`src/rtl/pt5_frame_hydrator.sv`:
```
// Fetches a frame of 32-bit words from memory and unpacks every byte as five balanced trits.
// One read in flight at a time; beats leave on a valid/ready stream with trit 0 in bits [1:0].
module pt5_frame_hydrator #(
  parameter int ADDR_W  = 32,
  parameter int DEPTH_W = 32
) (
  input  logic               clk,
  input  logic               reset,
  input  logic               start,
  input  logic [ADDR_W-1:0]  base_addr,
  input  logic [DEPTH_W-1:0] frame_depth,
  output logic               mem_rd_req,
  output logic [ADDR_W-1:0]  mem_rd_addr,
  input  logic               mem_rd_gnt,
  input  logic               mem_rd_valid,
  input  logic [31:0]        mem_rd_data,
  output logic               trit_valid,
  input  logic               trit_ready,
  output logic [9:0]         trit_data,
  output logic               trit_last,
  output logic               busy,
  output logic               done,
  output logic               err
);

  typedef enum logic [2:0] {IDLE, REQ, WAIT, EMIT, FIN} state_t;

  state_t             state_q;
  logic [ADDR_W-1:0]  addr_q;
  logic [DEPTH_W-1:0] depth_q;
  logic [DEPTH_W-1:0] cnt_q;
  logic [1:0]         idx_q;
  logic [31:0]        word_q;
  logic               err_q;

  logic [7:0]         cur_byte;
  logic               byte_bad;
  logic               last_word;
  logic [ADDR_W-1:0]  addr_d;

  // Base-3 digit d maps to trit d-1: 0 -> 2'b11 (-1), 1 -> 2'b00 (0), 2 -> 2'b01 (+1).
  function automatic logic [9:0] pt5_decode(input logic [7:0] v);
    logic [7:0] t;
    logic [9:0] r;
    t = v;
    r = '0;
    for (int i = 0; i < 5; i++) begin
      case (t % 8'd3)
        8'd0:    r[2*i +: 2] = 2'b11;
        8'd1:    r[2*i +: 2] = 2'b00;
        default: r[2*i +: 2] = 2'b01;
      endcase
      t = t / 8'd3;
    end
    return r;
  endfunction

  assign cur_byte  = word_q[{idx_q, 3'b000} +: 8];
  assign byte_bad  = (cur_byte > 8'd242);
  assign last_word = (cnt_q == depth_q - DEPTH_W'(1));
  assign addr_d    = addr_q + ADDR_W'(4);

  assign mem_rd_req  = (state_q == REQ);
  assign mem_rd_addr = addr_q;
  assign trit_valid  = (state_q == EMIT);
  assign trit_data   = (trit_valid && !byte_bad) ? pt5_decode(cur_byte) : 10'd0;
  assign trit_last   = trit_valid && (idx_q == 2'd3) && last_word;
  assign busy        = (state_q != IDLE);
  assign done        = (state_q == FIN);
  assign err         = err_q;

  always_ff @(posedge clk or posedge reset) begin
    if (reset) begin
      state_q <= IDLE;
      addr_q  <= '0;
      depth_q <= '0;
      cnt_q   <= '0;
      idx_q   <= '0;
      word_q  <= '0;
      err_q   <= 1'b0;
    end else begin
      case (state_q)
        IDLE: begin
          if (start) begin
            addr_q  <= base_addr & ~ADDR_W'(3);
            depth_q <= frame_depth;
            cnt_q   <= '0;
            idx_q   <= '0;
            err_q   <= 1'b0;
            state_q <= (frame_depth == '0) ? FIN : REQ;
          end
        end
        REQ: begin
          if (mem_rd_gnt) state_q <= WAIT;
        end
        WAIT: begin
          if (mem_rd_valid) begin
            word_q  <= mem_rd_data;
            idx_q   <= '0;
            state_q <= EMIT;
          end
        end
        EMIT: begin
          if (trit_ready) begin
            if (byte_bad) err_q <= 1'b1;
            if (idx_q != 2'd3) begin
              idx_q <= idx_q + 2'd1;
            end else begin
              cnt_q   <= cnt_q + DEPTH_W'(1);
              addr_q  <= addr_d;
              state_q <= last_word ? FIN : REQ;
            end
          end
        end
        FIN:     state_q <= IDLE;
        default: state_q <= IDLE;
      endcase
    end
  end

endmodule

```
`config.mk`:
```
export PLATFORM = sky130hd
export DESIGN_NAME = pt5_frame_hydrator
export DESIGN_NICKNAME = d
export VERILOG_FILES = /design/src/rtl/pt5_frame_hydrator.sv
export SDC_FILE = /design/constraint.sdc
export NUM_CORES = 1
export LEC_CHECK = 0
export CORE_ASPECT_RATIO = 0.75
export CORE_UTILIZATION = 44
export CTS_CLUSTER_DIAMETER = 120
export DETAILED_ROUTE_END_ITERATION = 8
export PLACE_DENSITY = 0.75
export SLEW_MARGIN = 40
export SYNTH_ARGS = -nofsm -noshare
export SYNTH_HDL_FRONTEND = slang
export SYNTH_SLANG_ARGS = --single-unit
```
`constraint.sdc`:
```
create_clock -name clk -period 36.7 [get_ports clk]
set_input_delay 3.67 -clock clk [delete_from_list [all_inputs] [get_ports clk]]
set_output_delay 3.67 -clock clk [all_outputs]
set_load 0.02 [all_outputs]
```
==> summary.txt <==
Yosys
  • Syn. warnings: 0
  • Library cells used by synthesis: 97
  • Mapped Cells: 1255
  • Largest area contributor in the netlist: dfrtp_1
  • #FFs+latches synth: 132
  • Mapped cell area: 10500 µm²
  • Fraction of registers with async set/reset: 1.00
  • Synthesized area per cell: 8.40 µm²
  • Synth Flop Type: dfrtp_1
  • Number of enable flip-flop cells after synthesis: 0
  • Most area-consuming cells after synthesis: dfrtp_1, mux2_2, a21oi_1, nand2_1, nor2_1
  • Post-synthesis sequential area ratio: 0.313
  • Post-synth top area share: 0.313

Cells and area
  • Final instance area: approximately 13000 µm²
  • Final core utilization: 0.544
  • Layout area overhead: 20.0%
  • Nets@finish: 1482
  • Layout cells sized above 1: 0.109
  • ANT cells: 0

Floorplanning
  • Core area: 23200 µm²
  • Die Ht: 136 µm
  • Starting Density: 0.453
  • Io pins: 150
  • Die Wd: roughly 180 µm
  • Die footprint: 24600 µm²
  • # rows: 48

Timing
  • Hold Worst Slack: 0.500 ns
  • Final Hold Viols: 0
  • Slew Limit Fails: 0
  • Endpoints failing setup: 0
  • Setup_tns: 0 ns
  • Slew headroom: 0.467
  • FMAX: 0.0511 GHz
  • Worst slew pin tran: 0.799 ns
  • RSZ-0062 raised after global routing: false
  • Final Skew: 0.00796 ns
  • Final period util: 0.533
  • Crit path time final: 19.56 ns

Worst setup path
  • CP dominant cell by count: ha_1
  • Kind of critical path: flip-flop to output port
  • CP endpoint kind: output port
  • Slowest cell delay on critical path: 0.89 ns
  • Nature of the critical path startpoint: flip-flop
  • Worst r2r dst: cnt_q[30]
  • Reg-to-reg slack, setup: between 30 and 40 ns
  • Crit path DAT: between 15 and 20 ns
  • Critical path endpoint: trit_data[9]
  • Reg2Reg Depth: 15
  • Worst-path cell with the longest stage delay: mux4_2
  • FF-to-FF Start: state_q[0]
  • Critical path origin: idx_q[0]
  • Critical Path RT: 33.03 ns
  • Worst Path Max Fanout: 33

Clock network
  • CTS tree: built
  • Clock transition at path regs: 0.06 ns
  • Clk buf depth: 2
  • CTS Buf Count: 17
  • Clock sink count: 132
  • Worst skew pair latency: ~0.44 ns
  • Post-CTS sizing: 0
  • Cts-stage hold buffer count: 0
  • Depth of the CTS H-tree: 4
  • Setup bufs post-CTS: 0
  • Root Driver: clkbuf_16

GRT
  • Initial antenna violation count: 0
  • Vias in the first global route: 9248
  • Overflow after GRT: 0
  • Global-route wire length before repair: 47900 µm
  • Largest net degree at the start of global routing: 74
  • GR Util All Layers: 0.241

Drt
  • Vias: 9965
  • DRT Wirelength: 29100 µm
  • Drt wl/cell: 17.5 µm
  • Drt pass-1 iters: 5
  • Drc violations: 0
  • DR WL met3: 1970 µm
  • Detailed Route Iter0 Violations: 895
  • Vias/cell: 5.98
  • Top Layer Used: met4
  • Met2 WL: 13200 µm
  • Final antenna-violating net count: 0
  • Met1 WL: 13600 µm

Placed design
  • Port Buffer Count: roughly 150
  • Hpwl dp: ~21000 µm
  • RD Place Congestion: 0.889
  • Dpl cell area: 12100 µm²

Hold path
  • Worst hold-check path type: flip-flop to flip-flop
  • Hold path cells: 2

Flow run
  • Number of max-cap violations: 0

Status
  • Status: complete, no violations
[metrics by stage]
step,worst slack [ns],instances
2_1_floorplan,21.27,1256
3_3_place_gp,18.17,1635
3_5_place_dp,17.91,1635
4_1_cts,17.40,1666
5_1_grt,15.84,1666
6_report,17.14,1666
[worst min-delay path by stage]
stage	start	to	slack [ns]
after floorplan	word_q[16]	word_q[16]	0.48
after global placement	err	err	0.48
after detailed placement	err	err	0.49
after CTS	err	err	0.50
after global routing	err	err	0.52
final	err	err	0.50
[state kept, by name, indices dropped and copies added (netlist names)]
signal       count
cnt_q           32
depth_q         32
err              1
idx_q            2
mem_rd_addr     30
state_q          3
word_q          32
[critical path: cells and delay by family (launching register included)]
kind                       cells  cell delay [ns]
adders and majority gates     10             2.98
xor gates and xnor gates       3             0.51
and+or+nand+nor               13             3.72
DFF                            1             0.86
buffers and inverters          7             1.37
AOI/OAI and AO/OA             19             4.74
muxes                          2             1.20
[area by class of cell]
type	instances	area (µm²)
Clock inverter	9	71.3
Tap cell	300	375
Sequential cell	132	3300
Inverter	51	196
Timing Repair Buffer	152	1510
Fill cell	2107	10600
Clock buffer	22	474
Multi-Input combinational cell	1000	6710
[layout by cell type (no fill, tap or decap), drive strengths merged, types with 8 or more instances in the layout]
master	Yosys	final
a21oi	108	108
a22oi	8	8
a31oi	9	9
and2	13	13
and3	16	16
clkbuf	43	22
clkdlybuf4s50	0	145
dfrtp	132	132
ha	26	26
inv	49	53
mux2	68	68
mux4	8	8
nand2	124	124
nand2b	21	21
nand3	39	39
nand4	22	22
nor2	109	109
nor2b	11	11
nor3	22	22
nor3b	9	9
nor4	16	16
o211ai	11	11
o21ai	76	76
o22ai	28	28
o31ai	8	8
or2	10	10
or3	14	14
xnor2	47	47
xor2	43	43
[cells in the mapped netlist, types with 28 or more instances]
master    count
a21oi_1     107
clkbuf_1     43
dfrtp_1     132
inv_1        45
mux2_2       66
nand2_1     124
nand3_1      38
nor2_1      109
o21ai_0      68
o22ai_1      28
xnor2_1      45
xor2_1       43
[layer usage]
layer	global-route usage	vias to the layer above
li1	-	4775
met1	0.334	4861
met2	0.376	297
met3	0.0624	32
met4	0.0584	0
met5	0	-
[cell families after synthesis]
kind of cell,after synthesis,synth area share
AND/OR/NAND/NOR,461,0.222
AO/OA/AOI/OAI,341,0.211
flip-flops,132,0.313
buffers and inverters,124,0.0526
XOR/XNOR,90,0.0762
multiplexers,80,0.0936
adder cells (fa/ha/maj),26,0.0309
other,1,0.000356
Power is left out: the tool's default activity adds up to more than one toggle a clock period on the data nets, which glitch-free logic cannot reach.
